--- config.mk ---
export PLATFORM = sky130hd
export DESIGN_NAME = divisor_arbiter
export DESIGN_NICKNAME = d
export VERILOG_FILES = /design/src/rtl/divisor_arbiter.sv
export SDC_FILE = /design/constraint.sdc
export NUM_CORES = 1
export LEC_CHECK = 0
export ABC_AREA = 0
export CAP_MARGIN = 20
export CORE_MARGIN = 2
export CORE_UTILIZATION = 34
export DETAILED_ROUTE_END_ITERATION = 7
export HOLD_SLACK_MARGIN = 0.1
export MAX_ROUTING_LAYER = met4
export PLACE_DENSITY = 0.85
export SLEW_MARGIN = 20
export SYNTH_ARGS = -nofsm -noshare
export SYNTH_HDL_FRONTEND = slang
export SYNTH_SLANG_ARGS = --single-unit
--- constraint.sdc ---
create_clock -name clock -period 1.35 [get_ports clock]
set_clock_uncertainty 0.1 [all_clocks]
set_input_delay 0.135 -clock clock [delete_from_list [all_inputs] [get_ports clock]]
set_output_delay 0.135 -clock clock [all_outputs]
set_load 0.02 [all_outputs]
--- src/rtl/divisor_arbiter.sv ---
// divisor_arbiter
// Round-robin front end that shares one combinational divider between two
// requesters. A granted request is latched, presented to the divider for one
// cycle, and the registered result is returned on the owning response port.
// Divide-by-zero is detected here: quotient all ones, remainder = dividend.
//
// Ports
//   clock, reset                 clock, synchronous active-high reset
//   reqN_valid/ready             request handshake (N = 0, 1)
//   reqN_dividend/divisor        request operands
//   rspN_valid/ready             response handshake
//   rspN_quotient/remainder      shared registered result
//   rspN_divzero                 divisor of the returned result was zero
//   div_dividend/div_divisor     operands to the external divider
//   div_quotient/div_remainder   results from the external divider
//   busy                         high whenever the FSM is not idle
//   dbg_state                    current FSM state (0 IDLE, 1 CALC, 2 RESP)
//
// Handshake: a transfer happens on a rising clock edge where valid and ready
// are both high. Ready never depends on anything the same requester does
// after valid is raised, and a requester keeps its operands stable while
// valid is high and ready is low. Responses hold their data until taken.
module divisor_arbiter #(
  parameter int WIDTH = 4
) (
  input  logic             clock,
  input  logic             reset,
  input  logic             req0_valid,
  output logic             req0_ready,
  input  logic [WIDTH-1:0] req0_dividend,
  input  logic [WIDTH-1:0] req0_divisor,
  input  logic             req1_valid,
  output logic             req1_ready,
  input  logic [WIDTH-1:0] req1_dividend,
  input  logic [WIDTH-1:0] req1_divisor,
  output logic             rsp0_valid,
  input  logic             rsp0_ready,
  output logic [WIDTH-1:0] rsp0_quotient,
  output logic [WIDTH-1:0] rsp0_remainder,
  output logic             rsp0_divzero,
  output logic             rsp1_valid,
  input  logic             rsp1_ready,
  output logic [WIDTH-1:0] rsp1_quotient,
  output logic [WIDTH-1:0] rsp1_remainder,
  output logic             rsp1_divzero,
  output logic [WIDTH-1:0] div_dividend,
  output logic [WIDTH-1:0] div_divisor,
  input  logic [WIDTH-1:0] div_quotient,
  input  logic [WIDTH-1:0] div_remainder,
  output logic             busy,
  output logic [1:0]       dbg_state
);

  typedef enum logic [1:0] {
    IDLE = 2'd0,
    CALC = 2'd1,
    RESP = 2'd2
  } state_t;

  state_t           r_state;
  logic             r_last_grant;
  logic             r_id;
  logic [WIDTH-1:0] r_op_dividend;
  logic [WIDTH-1:0] r_op_divisor;
  logic [WIDTH-1:0] r_quotient;
  logic [WIDTH-1:0] r_remainder;
  logic             r_divzero;
  logic             r_rsp0_valid;
  logic             r_rsp1_valid;
  logic             r_busy;

  logic             w_any_valid;
  logic             w_grant;
  logic             w_accept;
  logic             w_rsp_take;
  logic [WIDTH-1:0] w_sel_dividend;
  logic [WIDTH-1:0] w_sel_divisor;

  // On a tie the requester that was not served last wins; otherwise the
  // single valid requester wins (req1_valid alone selects 1).
  assign w_any_valid = req0_valid | req1_valid;
  assign w_grant     = (req0_valid & req1_valid) ? ~r_last_grant : req1_valid;

  // Ready is held low during reset so nothing is accepted on a reset edge.
  assign req0_ready = !reset && (r_state == IDLE) && w_any_valid && !w_grant;
  assign req1_ready = !reset && (r_state == IDLE) && w_any_valid &&  w_grant;

  assign w_accept   = (req0_valid & req0_ready) | (req1_valid & req1_ready);
  assign w_rsp_take = (r_rsp0_valid & rsp0_ready) | (r_rsp1_valid & rsp1_ready);

  assign w_sel_dividend = w_grant ? req1_dividend : req0_dividend;
  assign w_sel_divisor  = w_grant ? req1_divisor  : req0_divisor;

  assign div_dividend = r_op_dividend;
  assign div_divisor  = r_op_divisor;

  // One result register feeds both response buses; only the owner's valid
  // is raised.
  assign rsp0_valid     = r_rsp0_valid;
  assign rsp1_valid     = r_rsp1_valid;
  assign rsp0_quotient  = r_quotient;
  assign rsp1_quotient  = r_quotient;
  assign rsp0_remainder = r_remainder;
  assign rsp1_remainder = r_remainder;
  assign rsp0_divzero   = r_divzero;
  assign rsp1_divzero   = r_divzero;
  assign busy           = r_busy;
  assign dbg_state      = r_state;

  always_ff @(posedge clock) begin
    if (reset) begin
      r_state       <= IDLE;
      r_last_grant  <= 1'b1;
      r_id          <= 1'b0;
      r_op_dividend <= '0;
      r_op_divisor  <= '0;
      r_quotient    <= '0;
      r_remainder   <= '0;
      r_divzero     <= 1'b0;
      r_rsp0_valid  <= 1'b0;
      r_rsp1_valid  <= 1'b0;
      r_busy        <= 1'b0;
    end else begin
      case (r_state)
        IDLE: begin
          if (w_accept) begin
            r_op_dividend <= w_sel_dividend;
            r_op_divisor  <= w_sel_divisor;
            r_id          <= w_grant;
            r_last_grant  <= w_grant;
            r_busy        <= 1'b1;
            r_state       <= CALC;
          end
        end
        CALC: begin
          // The divider output is meaningless for a zero divisor, so the
          // trapped result is built from the latched dividend instead.
          if (r_op_divisor == '0) begin
            r_quotient  <= '1;
            r_remainder <= r_op_dividend;
            r_divzero   <= 1'b1;
          end else begin
            r_quotient  <= div_quotient;
            r_remainder <= div_remainder;
            r_divzero   <= 1'b0;
          end
          r_rsp0_valid <= (r_id == 1'b0);
          r_rsp1_valid <= (r_id == 1'b1);
          r_state      <= RESP;
        end
        RESP: begin
          if (w_rsp_take) begin
            r_rsp0_valid <= 1'b0;
            r_rsp1_valid <= 1'b0;
            r_busy       <= 1'b0;
            r_state      <= IDLE;
          end
        end
        default: begin
          r_state <= IDLE;
          r_busy  <= 1'b0;
        end
      endcase
    end
  end

endmodule

==> results of run 1 <==
[cell families after synthesis]
| logic type | share of synthesized area [%] |
|---|---|
| compound gates | 24.75 |
| simple gates | 12.00 |
| flops | 41.88 |
| buf+inv | 10.03 |
| mux | 11.34 |
[synth_stat cells, types with 2 or more instances]
cell and instances:
o31ai_1 2, o21ai_0 5, nor2_1 6, nor2b_1 2, dfxtp_1 24, a21oi_2 4
buf_4 10, clkbuf_1 3, a311oi_1 2, o32ai_1 2, nand2_1 5, a31oi_1 6
nor3_1 4, buf_2 5, a21oi_1 5, mux2i_1 13, nand3_1 2, a211oi_1 6
o21ai_1 6
[where the power goes]
| part | switching (W) | internal [W] |
|---|---|---|
| sequential | 0.0000694 | 0.000793 |
| clock | 0.000217 | 0.000226 |
| combinational | 0.000409 | 0.000401 |
| total | 0.000695 | 0.00142 |
[flip-flops by register name, indices dropped and copies added, names as in the netlist]
signal / count
rsp0_valid: 1
div_dividend: 4
r_id: 1
rsp1_valid: 1
rsp0_remainder: 4
dbg_state: 2
r_last_grant: 1
busy: 1
div_divisor: 4
rsp0_divzero: 1
rsp0_quotient: 4
[area by class of cell]
cell class | count | area, um2 | share of cell area, %
Clock buffer | 4 | 47.55 | 2.464
Tap cell | 46 | 57.56 | 2.983
Inverter | 1 | 3.754 | 0.1946
Sequential cell | 24 | 493.0 | 25.55
Multi-Input combinational cell | 80 | 594.3 | 30.80
Timing Repair Buffer | 81 | 733.2 | 38.00
[metrics by stage]
stage,instances,util (%),cell area (um2)
after floorplan,123,-,1175
final,236,58.74,1929
after global placement,229,56.38,1852
after global routing,236,58.74,1929
after detailed placement,229,56.38,1852
after CTS,234,57.18,1878
[per-layer routing]
metal	vias to the layer above	GRT usage, %	wire length (um)
met1	559	20.30	1348
met2	42	34.52	1789
met3	2	2.070	160
li1	580	-	-
met4	0	4.559	27
met5	-	-	0
[cells in the final DEF (no fill, tap or decap), types with 2 or more instances in the layout]
cell,n
clkdlybuf4s50_1,27
clkdlybuf4s15_1,4
mux2i_2,2
dfxtp_2,4
a211oi_1,5
dlygate4sd2_1,24
dfxtp_1,18
o21ai_1,6
o31ai_1,2
buf_4,14
o21ai_0,5
clkbuf_2,3
nor3_1,4
dfxtp_4,2
nand3_1,2
a21oi_2,4
o32ai_1,2
buf_2,2
buf_6,6
a21oi_1,5
clkbuf_4,3
a311oi_1,2
mux2i_1,11
nand2_1,5
a31oi_1,6
nor2_1,5
[critical path: stages (launching register included)]
cell     delay [ps]
dfxtp_2         360
nor2_4          120
and3_4          200
nor2b_4         140
buf_6           120
[how the worst max path moves through the flow]
stage                     cells past startpoint  slack (ps)            from           endpoint
after floorplan                               3         -60  div_divisor[0]  rsp0_remainder[0]
after global placement                        5        -600      req1_valid         req1_ready
after detailed placement                      5        -610      req1_valid         req1_ready
after CTS                                     4        -130    dbg_state[0]         req0_ready
after global routing                          4        -190    dbg_state[0]         req0_ready
final                                         4        -120    dbg_state[0]         req0_ready
[timing repair]
action / CTS / global route
pin swaps: 6 / 5
resized for setup: 56 / 21
hold buffers: 0 / 0
endpoints found under the setup margin: 40 / 20
setup buffers: 1 / 2
==> impl_metrics.json, run 1 <==
{
  "rsz0062_at_grt": "yes",
  "synthArstFlopShare_pct": 0,
  "fin_crit_ps": 1472,
  "setup_ws_ps": -121.5,
  "maxCapViolations": 0,
  "r2r-end": "rsp0_remainder[1]",
  "cp_data_required_time_ps": 1120,
  "regToRegStartpoint": "div_divisor[3]",
  "num_antenna_cells": 0,
  "tns_ps": -235.4,
  "syn_avg_cell_area_um2": 9.328,
  "die_y_um": 62.09,
  "hold_ws_ps": 328.0,
  "drive_above_1_share_pct": 26.32,
  "grt_pass1_wl_mm": 5.099,
  "crit_arrival_ps": 1240,
  "finalWeightedCongestion": 0.7285,
  "synth_edf_count": 0,
  "reg2reg_slack_ps": 50,
  "synth-seq-cells": 24,
  "syn_area_um2": 1147,
  "drc_errors": 0,
  "whs_endpoint": "rsp0_quotient[1]",
  "yosysWarnings": 0,
  "critical_path.endpoint_type": "output pin",
  "cp_max_fo": 3,
  "ys_types": 30,
  "areaGrowthSynthToFinish_pct": 68.16,
  "numCtsBuffers": 3,
  "ant_nets": 0,
  "status": "finished, violations left",
  "clockRootBuffer": "clkbuf_4",
  "tightest_slew_ps": 281.0,
  "hold_depth": 3,
  "core_region_area_um2": 3284,
  "relSlewSlack_pct": 81.07,
  "post_drt_wl_per_cell_um": 14.09,
  "grt_max_degree": 19,
  "slew_viol_final": 0,
  "powerDensity_nw_per_um2": 1096,
  "fmax_ghz": 0.6796,
  "start_util_pct": 34.93,
  "hold_class": "in -> reg",
  "die_area_um2": 3855,
  "first_pass_iters": 4,
  "syn_nets": 153,
  "setup_viol": 2,
  "violations": "negative setup slack",
  "portBuffers": 62,
  "gr-usage-all-layers_pct": 18.35,
  "antenna_found_initial": 0,
  "vias": 1183,
  "pin_count": 63,
  "fp-row-count": 21,
  "power_leakage_nw": 0.8369,
  "drt-initial-drc-count": 24,
  "clk_latency_ps": 310,
  "irDropWorstVdd_mv": 0.4729,
  "cp-start-kind": "register",
  "worstSetupPathType": "reg -> out",
  "yosysSeqAreaShare_pct": 41.88,
  "grt-ovfl-total": 0,
  "reg2reg_depth": 4,
  "hold_viol": 0,
  "netlist_instances": 123,
  "dp_hpwl_mm": 2.409,
  "fillers": 310,
  "synthFlopType": "dfxtp_1",
  "totalPowerFinal_w": 0.002115,
  "cts_buffer_depth": 2,
  "synth_top_cell_by_area": "dfxtp_1",
  "place_ws_ps": -605.3,
  "cts_sinks": 24,
  "ys_top_cells_by_area": "dfxtp_1 (42%), mux2i_1 (11%), buf_4 (6.5%), a211oi_1 (3.9%), a31oi_1 (3.3%)",
  "routed_wl_mm": 3.325,
  "viasPerCell": 5.013,
  "dieWidth_um": 62.09,
  "period_share_pct": 109.0,
  "grt_pass1_vias": 1154,
  "path_clk_slew_ps": 140,
  "min_from": "div_quotient[1]",
  "nets": 221,
  "h-tree-depth": 1,
  "synth_top_area_share_pct": 41.88,
  "cts_tree": "done"
}
Note: power is estimated with default switching activity, not from simulation.
==> inputs of run 2 (changes only) <==
--- a/config.mk
+++ b/config.mk
@@ -8,11 +8,12 @@
 export ABC_AREA = 0
 export CAP_MARGIN = 20
 export CORE_MARGIN = 2
-export CORE_UTILIZATION = 34
+export CORE_UTILIZATION = 50
 export DETAILED_ROUTE_END_ITERATION = 7
+export DONT_BUFFER_PORTS = 1
 export HOLD_SLACK_MARGIN = 0.1
 export MAX_ROUTING_LAYER = met4
-export PLACE_DENSITY = 0.85
+export PLACE_DENSITY = 0.78
 export SLEW_MARGIN = 20
 export SYNTH_ARGS = -nofsm -noshare
 export SYNTH_HDL_FRONTEND = slang
==> run 2 against run 1 <==
Net effect: the flow still finishes with violations (negative setup slack); maximum frequency rose by 2.0%; hold slack got worse by 170 ps; count of clock-buffer cells in the layout did not move; cell area fell by 6.9%; critical path type unchanged.
==> impl_metrics.json, run 2 (same netlist as run 1, synthesis figures left out) <==
{
  "path_cells": "nor2_4 > and3_4 > nor2b_4",
  "setup_viol": 7,
  "regArea_um2": 489.2,
  "cts_tree": "done",
  "start_util_pct": 52.37,
  "clk_latency_ps": 330,
  "critical_path.endpoint_type": "output pin",
  "dp_hpwl_mm": 2.026,
  "clockRootBuffer": "clkbuf_4",
  "hold_viol": 0,
  "fmax_ghz": 0.6932,
  "tightest_slew_ps": 587.2,
  "die_y_um": 51.91,
  "gr-usage-all-layers_pct": 27.33,
  "nets": 207,
  "h-tree-depth": 1,
  "setup_ws_ps": -92.53,
  "multiInputGateArea_um2": 619.3,
  "reg2reg_slack_ps": -70,
  "grt-ovfl-total": 0,
  "p_comb_share_pct": 38.7,
  "slew_viol_final": 0,
  "fillers": 118,
  "routed_wl_mm": 4.109,
  "relSlewSlack_pct": 60.72,
  "p_int_w": 0.001337,
  "pin_count": 63,
  "numCtsBuffers": 3,
  "viasPerCell": 6.015,
  "grt_max_degree": 19,
  "seqPwrFrac_pct": 42.4,
  "grt_pass1_wl_mm": 5.278,
  "cp_slowest_stage_delay_ps": 360,
  "cp-start-kind": "register",
  "powerDensity_nw_per_um2": 1159,
  "drt-initial-drc-count": 24,
  "clockPowerShare_pct": 18.9,
  "hold_ws_ps": 153.4,
  "place_ws_ps": 9.706,
  "hold_class": "in -> reg",
  "drive_above_1_share_pct": 36.36,
  "fin_crit_ps": 1443,
  "die_area_um2": 2694,
  "ant_nets": 0,
  "fp-row-count": 17,
  "tns_ps": -367.7,
  "p_switching_w": 0.0007456,
  "post_drt_wl_per_cell_um": 20.14,
  "irDropWorstVdd_mv": 0.8099,
  "antenna_found_initial": 0,
  "path_clk_slew_ps": 150,
  "startpoint": "dbg_state[1]",
  "cts_sinks": 24,
  "fin_cells": 204,
  "most-common-layout-cells": "buf_4 (31), dlygate4sd3_1 (30), dfxtp_1 (19)",
  "period_share_pct": 106.9,
  "regToRegStartpoint": "r_last_grant",
  "areaGrowthSynthToFinish_pct": 56.60,
  "dp.cells": 159,
  "swShare_pct": 35.80,
  "maxCapViolations": 0,
  "placed_cell_area_um2": 1296,
  "grt_pass1_vias": 1183,
  "violations": "negative setup slack",
  "status": "finished, violations left",
  "drc_errors": 0,
  "crit_arrival_ps": 1210,
  "crit_slowest_cell": "dfxtp_2",
  "finish.instance_area_um2": 1797,
  "rsz0062_at_grt": "yes",
  "cp_data_required_time_ps": 1120,
  "vias": 1227,
  "portBuffers": 0,
  "num_antenna_cells": 0,
  "core_region_area_um2": 2191,
  "reg2reg_depth": 5,
  "power_leakage_nw": 0.7243,
  "r2r-end": "div_divisor[0]",
  "first_pass_iters": 4,
  "finalWeightedCongestion": 0.7078,
  "dieWidth_um": 51.91,
  "cp_max_fo": 4,
  "endpoint": "req0_ready",
  "worstSetupPathType": "reg -> out",
  "final_common_cell": "buf_4",
  "cts_buffer_depth": 2
}
-- run 2: cell types whose count changed in the layout (fill, tap and decap cells not counted), moves of 2 or more --
cell,change
dlygate4sd2_1,-24
clkbuf_2,-3
clkdlybuf4s15_1,-4
buf_6,-4
buf_2,-2
dlygate4sd3_1,+30
clkdlybuf4s50_1,-27
buf_4,+17
-- run 2: critical path: cells and delay by family (launching register included) --
family,cells,cell delay (ps)
simple gates,3,540
flops,1,360
-- run 2: what timing repair did --
action / in CTS / in global routing
gates resized for setup: 5 / 18
buffers inserted: 5 / 5
setup endpoints to repair: 2 / 17
pin swaps: 4 / 6
hold buffers: 30 / 0
gates cloned: 0 / 1
hold endpoints to repair: 22 / 0
-- run 2: how the worst min path moves through the flow --
stage	end	startpoint	depth (start not counted)
CTS	div_divisor[1]	req0_valid	3
global placement	dbg_state[1]	reset	1
floorplan	div_divisor[1]	reset	1
finish	div_dividend[2]	req0_valid	3
global route	div_dividend[2]	req0_valid	3
detailed placement	dbg_state[1]	reset	1
-- run 2: power by group through the flow --
stage | logic [W] | clock network, W | registers (W)
final | 0.000806 | 0.000393 | 0.000884
after global routing | 0.000851 | 0.000428 | 0.000891
after CTS | 0.000679 | 0.000385 | 0.000875
after detailed placement | 0.000571 | 0 | 0.000891
after global placement | 0.000547 | 0 | 0.000886
after floorplan | 0.000371 | 0 | 0.000956
-- run 2: cell type report --
type	count	share of cell area, %
multi-input combinational	80	34.47
timing repair buffer	67	34.12
sequential	24	27.23
clock buffer	4	2.020
tap	28	1.950
inverter	1	0.2089
-- run 2: stage by stage --
stage / util (%) / total power, W
global placement: 59.17 / 0.001433
global route: 82.01 / 0.002170
finish: 82.01 / 0.002083
CTS: 76.87 / 0.001938
detailed placement: 59.17 / 0.001462
floorplan: - / 0.001327
-- run 2: layer usage --
metal / up-vias / GRT usage (%) / wire length [um]
met3: 14 / 4.885 / 316
met4: 0 / 12.28 / 146
met5: - / - / 0
met1: 582 / 30.04 / 1523
met2: 78 / 47.89 / 2122
li1: 553 / - / -
